<file path="config.mk">
export PLATFORM = sky130hd
export DESIGN_NAME = avr_uart_tx_io
export DESIGN_NICKNAME = d
export VERILOG_FILES = /design/src/rtl/avr_uart_tx_io.sv
export SDC_FILE = /design/constraint.sdc
export NUM_CORES = 1
export LEC_CHECK = 0
export ABC_CLOCK_PERIOD_IN_PS = 3100
export CAP_MARGIN = 20
export CORE_ASPECT_RATIO = 0.7
export CORE_MARGIN = 4
export CORE_UTILIZATION = 61
export CTS_CLUSTER_SIZE = 30
export DETAILED_ROUTE_END_ITERATION = 8
export PLACE_DENSITY = 0.85
export SLEW_MARGIN = 20
export SYNTH_ARGS = -nofsm -noshare
export SYNTH_HDL_FRONTEND = slang
export SYNTH_SLANG_ARGS = --single-unit
</file>
<file path="constraint.sdc">
create_clock -name clk -period 3.1 [get_ports clk]
set_clock_uncertainty 0.1 [all_clocks]
set_input_delay 0.62 -clock clk [delete_from_list [all_inputs] [get_ports clk]]
set_output_delay 0.62 -clock clk [all_outputs]
set_load 0.03 [all_outputs]
</file>
<file path="src/rtl/avr_uart_tx_io.sv">
// Memory-mapped 8N1 UART transmitter with a small TX FIFO on the AVR data bus.
// Optional CTRL register and registered irq output when AVR_UART_TX_IRQ_EN is defined.
module avr_uart_tx_io #(
    parameter logic [15:0] BASE_ADDR  = 16'h0020,
    parameter int unsigned DIVISOR    = 16,
    parameter int unsigned FIFO_DEPTH = 4
) (
    input  logic        clk,
    input  logic        reset,
    input  logic [15:0] data_addr,
    input  logic        data_wen,
    input  logic        data_ren,
    input  logic [7:0]  data_write,
    output logic [7:0]  data_read,
`ifdef AVR_UART_TX_IRQ_EN
    output logic        irq,
`endif
    output logic        tx
);

    localparam int unsigned AW = $clog2(FIFO_DEPTH);
    localparam logic [AW:0] PtrOne = 1;
    localparam logic [15:0] BaudLast = 16'(DIVISOR - 1);

    typedef enum logic [1:0] {StIdle, StStart, StData, StStop} state_e;

    state_e      state_q, state_d;
    logic [15:0] cnt_q;
    logic [2:0]  bit_idx_q;
    logic [7:0]  shift_q;
    logic [AW:0] wptr_q, rptr_q;
    logic [7:0]  mem_q [FIFO_DEPTH];
    logic        ovf_q, ovf_d;
    logic [7:0]  rdata_d;

    logic sel_data, sel_status;
    logic full, empty, busy;
    logic push, pop, baud_end;
    logic [7:0] status;

    assign sel_data   = data_addr == BASE_ADDR;
    assign sel_status = data_addr == BASE_ADDR + 16'd1;

    assign full     = (wptr_q[AW] != rptr_q[AW]) && (wptr_q[AW-1:0] == rptr_q[AW-1:0]);
    assign empty    = wptr_q == rptr_q;
    assign busy     = state_q != StIdle;
    assign baud_end = cnt_q == BaudLast;
    assign status   = {4'b0000, ovf_q, busy, empty, full};

    // Fullness is judged before any same-cycle pop, so a pop never rescues a write.
    assign push = data_wen && sel_data && !full;

    // FSM state register
    always_ff @(posedge clk or negedge reset) begin
        if (!reset) begin
            state_q <= StIdle;
        end else begin
            state_q <= state_d;
        end
    end

    // FSM next state; pop is asserted when a frame is launched from the FIFO head
    always_comb begin
        state_d = state_q;
        pop     = 1'b0;
        case (state_q)
            StIdle: begin
                if (!empty) begin
                    pop     = 1'b1;
                    state_d = StStart;
                end
            end
            StStart: begin
                if (baud_end) state_d = StData;
            end
            StData: begin
                if (baud_end && bit_idx_q == 3'd7) state_d = StStop;
            end
            StStop: begin
                if (baud_end) begin
                    if (!empty) begin
                        pop     = 1'b1;
                        state_d = StStart;
                    end else begin
                        state_d = StIdle;
                    end
                end
            end
            default: state_d = StIdle;
        endcase
    end

    // FSM outputs
    always_comb begin
        tx = 1'b1;
        case (state_q)
            StStart: tx = 1'b0;
            StData:  tx = shift_q[0];
            default: tx = 1'b1;
        endcase
    end

    always_ff @(posedge clk or negedge reset) begin
        if (!reset) begin
            cnt_q     <= '0;
            bit_idx_q <= '0;
            shift_q   <= '0;
        end else if (pop) begin
            cnt_q     <= '0;
            bit_idx_q <= '0;
            shift_q   <= mem_q[rptr_q[AW-1:0]];
        end else if (state_q != StIdle) begin
            if (baud_end) begin
                cnt_q <= '0;
                if (state_q == StData) begin
                    shift_q   <= shift_q >> 1;
                    bit_idx_q <= bit_idx_q + 3'd1;
                end
            end else begin
                cnt_q <= cnt_q + 16'd1;
            end
        end
    end

    always_ff @(posedge clk or negedge reset) begin
        if (!reset) begin
            wptr_q <= '0;
            rptr_q <= '0;
        end else begin
            if (push) wptr_q <= wptr_q + PtrOne;
            if (pop)  rptr_q <= rptr_q + PtrOne;
        end
    end

    // Storage needs no reset: contents are only visible through the pointers.
    always_ff @(posedge clk) begin
        if (push) mem_q[wptr_q[AW-1:0]] <= data_write;
    end

    // Set and clear hit different addresses; set is applied last so it wins.
    always_comb begin
        ovf_d = ovf_q;
        if (data_wen && sel_status && data_write[3]) ovf_d = 1'b0;
        if (data_wen && sel_data && full)            ovf_d = 1'b1;
    end

`ifdef AVR_UART_TX_IRQ_EN
    logic sel_ctrl;
    logic irq_en_q;
    logic irq_q;

    assign sel_ctrl = data_addr == BASE_ADDR + 16'd2;
    assign irq      = irq_q;

    always_ff @(posedge clk or negedge reset) begin
        if (!reset) begin
            irq_en_q <= 1'b0;
            irq_q    <= 1'b0;
        end else begin
            if (data_wen && sel_ctrl) irq_en_q <= data_write[0];
            irq_q <= irq_en_q && empty && !busy;
        end
    end
`endif

    always_comb begin
        rdata_d = 8'h00;
        if (data_ren) begin
            if (sel_status) begin
                rdata_d = status;
            end
`ifdef AVR_UART_TX_IRQ_EN
            else if (sel_ctrl) begin
                rdata_d = {7'b0000000, irq_en_q};
            end
`endif
        end
    end

    always_ff @(posedge clk or negedge reset) begin
        if (!reset) begin
            ovf_q     <= 1'b0;
            data_read <= 8'h00;
        end else begin
            ovf_q     <= ovf_d;
            data_read <= rdata_d;
        end
    end

endmodule

</file>
==> impl_results.md <==
- Routability Congestion: approximately 0.86
- Worst hold path class: in2async
- Largest cells by area after synthesis: dfrtp_1 29%, edfxtp_1 27%, mux4_2 5.1%, ha_1 4.6%, mux2_1 4.5%
- FILL cells: 348
- Critical Setup Path Class: reg2out
- CP peak stage delay: just under 0.7 ns
- Dominant synthesized flop cell: dfrtp_1
- Avg Inst Size Synth: about 13 um^2
- F_max: ~370 MHz
- Vias per cell: between 6 and 7
- CP top delay family: buffers and inverters
- Fin. Hold Viols: 0
- Residual DRC: 0
- Reg-to-reg endpoint: shift_q[3]$_DFFE_PN0P_
- Area growth syn-to-layout: 15.5%
- Setup violations, final: 0
- Final HPWL DP: about 5 mm
- Die ar.: between 0.007 and 0.008 mm^2
- FF-to-FF Start: cnt_q[0]$_DFFE_PN0P_
- Slew @ Worst Pin: a little under 0.9 ns
- Status: completed
- Number of global-route vias before repair: about 2300
- Largest net degree at the start of global routing: a little over 40
- Synth Instances: 273
- Crit-path slowest cell: clkdlybuf4s50_1
- Crit. End Element: primary output
- Period utilisation layout: 0.877
- Clock transition at path regs: about 0.08 ns
- Critical path buffers and inverters: 2
- Antenna cells: 0
- Max-cap violations: 0
- Routed via count: 2289
- Top-count cell post-synth: dfrtp_1
- First drt pass iteration count: 5
- Core area: roughly 0.0054 mm^2
- Initial drt markers: 290
- Hold_buf cts: 0
- Setup ws final: roughly 0.38 ns
- Crit Path Max Fanout: 5
- Post-CTS Setup Repair Bufs: 0
- Pleak: roughly 1.6 nW
- First-pass GRT wire length: 11.6 mm
- Initial Utilization: 0.650
- Sinks on the clock net: 72
- WL final: around 7.0 mm
- Setup crit start kind: register
- Req. time, crit path: 2.38 ns
- Depth of the worst register-to-register path: 6
- Design area: roughly 0.004 mm^2
- Post-place setup slack: about 0.22 ns
- Clock buffer depth: 2
- Period minus WS final: between 2 and 3 ns
- # rows: 22
- Initial antenna violation count: 0
- Worst endpoint data arrival time: roughly 2.0 ns
- Die Ht: ~70 um
- Power per standard cell area: 516 mW/mm^2
- Async SR Flop Fraction: 0.556
- H-tree levels: 3
- Wire length per cell: 18.3 um
- Max_slew headroom: 0.407
- Area of the multi-input gates: between 0.001 and 0.0015 mm^2
- Setup TNS: 0 ns
- CTS root buf: clkbuf_8
- Inserted Clock Buffers: 9
- GRT Total Usage: 0.217
- EDFF count, synth: 32
- Worst VDD drop: approximately 0.00043 V
- Reg2Reg Setup Slack: between 0.7 and 0.8 ns
- Synthesized area: 0.00350 mm^2
- Share of cells above drive strength 1: 0.123
- Distinct cells, synth: between 40 and 50
- Total global routing overflow: 0
- YS warnings: 0
- #FFs+latches synth: 72
- Post-route ant nets: 0
- Die X: 98.6 um
- Post-cts repair resize count: 0
- Port Buffer Count: 32
- Sequential share of the synthesized area: 0.560
- Reg area: 0.00196 mm^2
- Synth top area share: 0.286
- Unrepaired setup endpoints after global routing: false
- Clk Latency, worst-skew pair: 0.36 ns
- IO Count: 37
- Cell taking the most area after synthesis: dfrtp_1
- CTS tree: built
- Layout Nets: ~350
- Crit-path cells: inv_1, ha_1, o21ai_0, clkdlybuf4s50_1
- Synth cell count leaders: 40 x dfrtp_1, 32 x edfxtp_1, 17 x nand2_1, 16 x o21ai_0, 14 x mux2_1
- Placed cell area: 0.00381 mm^2
- Final Max Slew Viols: 0
cells in the final DEF, fill, tap and decap left out, types with 6 or more instances in the layout:
cell type | netlist | layout
dfrtp_1 | 40 | 40
edfxtp_1 | 32 | 32
clkdlybuf4s50_1 | 0 | 31
nand2_1 | 17 | 17
o21ai_0 | 16 | 16
mux2_1 | 14 | 14
ha_1 | 13 | 13
nor2_1 | 12 | 12
inv_1 | 10 | 10
nand3_1 | 10 | 10
clkbuf_8 | 0 | 9
mux4_2 | 8 | 8
xor2_1 | 7 | 7
nor4_1 | 6 | 6
o31ai_1 | 6 | 6
how the worst max path moves through the flow:
stage,from,endpoint,cells past startpoint
after floorplan,data_addr[4],mem_q[3][0]$_DFFE_PP_,4
after global placement,data_addr[4],mem_q[0][5]$_DFFE_PP_,5
after detailed placement,data_addr[4],mem_q[0][5]$_DFFE_PP_,5
after CTS,state_q[0]$_DFFE_PN0P_,tx,4
after global routing,state_q[0]$_DFFE_PN0P_,tx,4
final,state_q[0]$_DFFE_PN0P_,tx,4
routing by layer:
metal	vias to the layer above	global-route usage	wire length, um
li1	1059	-	-
met1	1102	0.319	3120
met2	123	0.309	3050
met3	5	0.0817	744
met4	0	0.0530	38
met5	-	0	0
area by class of cell:
type,count,share of cell area
Clock inverter,7,0.0275
Sequential cell,72,0.485
Tap cell,72,0.0222
Inverter,10,0.00927
Clock buffer,9,0.0306
Multi-Input combinational cell,176,0.342
Timing Repair Buffer,35,0.0834
sequential cells by signal, indices dropped and copies added, names as in the netlist:
name	cells
ovf_q	1
shift_q	8
bit_idx_q	3
wptr_q	3
cnt_q	16
rptr_q	3
state_q	2
data_read	4
mem_q	32
through the flow:
step	total power [mW]	utilization	hold WS [ns]	cells
4_1_cts	2.10	0.750	0.296	381
2_1_floorplan	1.17	-	0.224	276
3_5_place_dp	1.24	0.707	0.409	365
3_3_place_gp	1.24	0.707	0.397	365
6_report	2.09	0.750	0.282	381
5_1_grt	2.18	0.750	0.339	381
worst register-to-register path, stage by stage, from the launching register on:
cell and delay, ns:
dfrtp_1 0.39, ha_1 0.21, and3_4 0.23, and4_1 0.42
a21oi_2 0.14, nor2b_4 0.37, mux2_1 0.38
report_power, final:
part           leakage [nW]  internal [mW]  switching [mW]
sequential            0.807           1.04          0.0202
clock                 0.120          0.474           0.395
combinational         0.661         0.0886          0.0706
total                  1.59           1.60           0.486
cell families (layout without fill, tap and decap cells):
| group | after synthesis | in the layout | share of synthesized area |
|---|---|---|---|
| multiplexers | 26 | 26 | 0.110 |
| AO/OA/AOI/OAI | 43 | 43 | 0.0750 |
| AND/OR/NAND/NOR | 78 | 78 | 0.130 |
| XOR/XNOR | 12 | 12 | 0.0300 |
| buffers and inverters | 28 | 61 | 0.0478 |
| other | 1 | 4 | 0.00107 |
| flip-flops | 72 | 72 | 0.560 |
| adder cells (fa/ha/maj) | 13 | 13 | 0.0464 |
No activity file was read; power rests on OpenSTA's default activity.
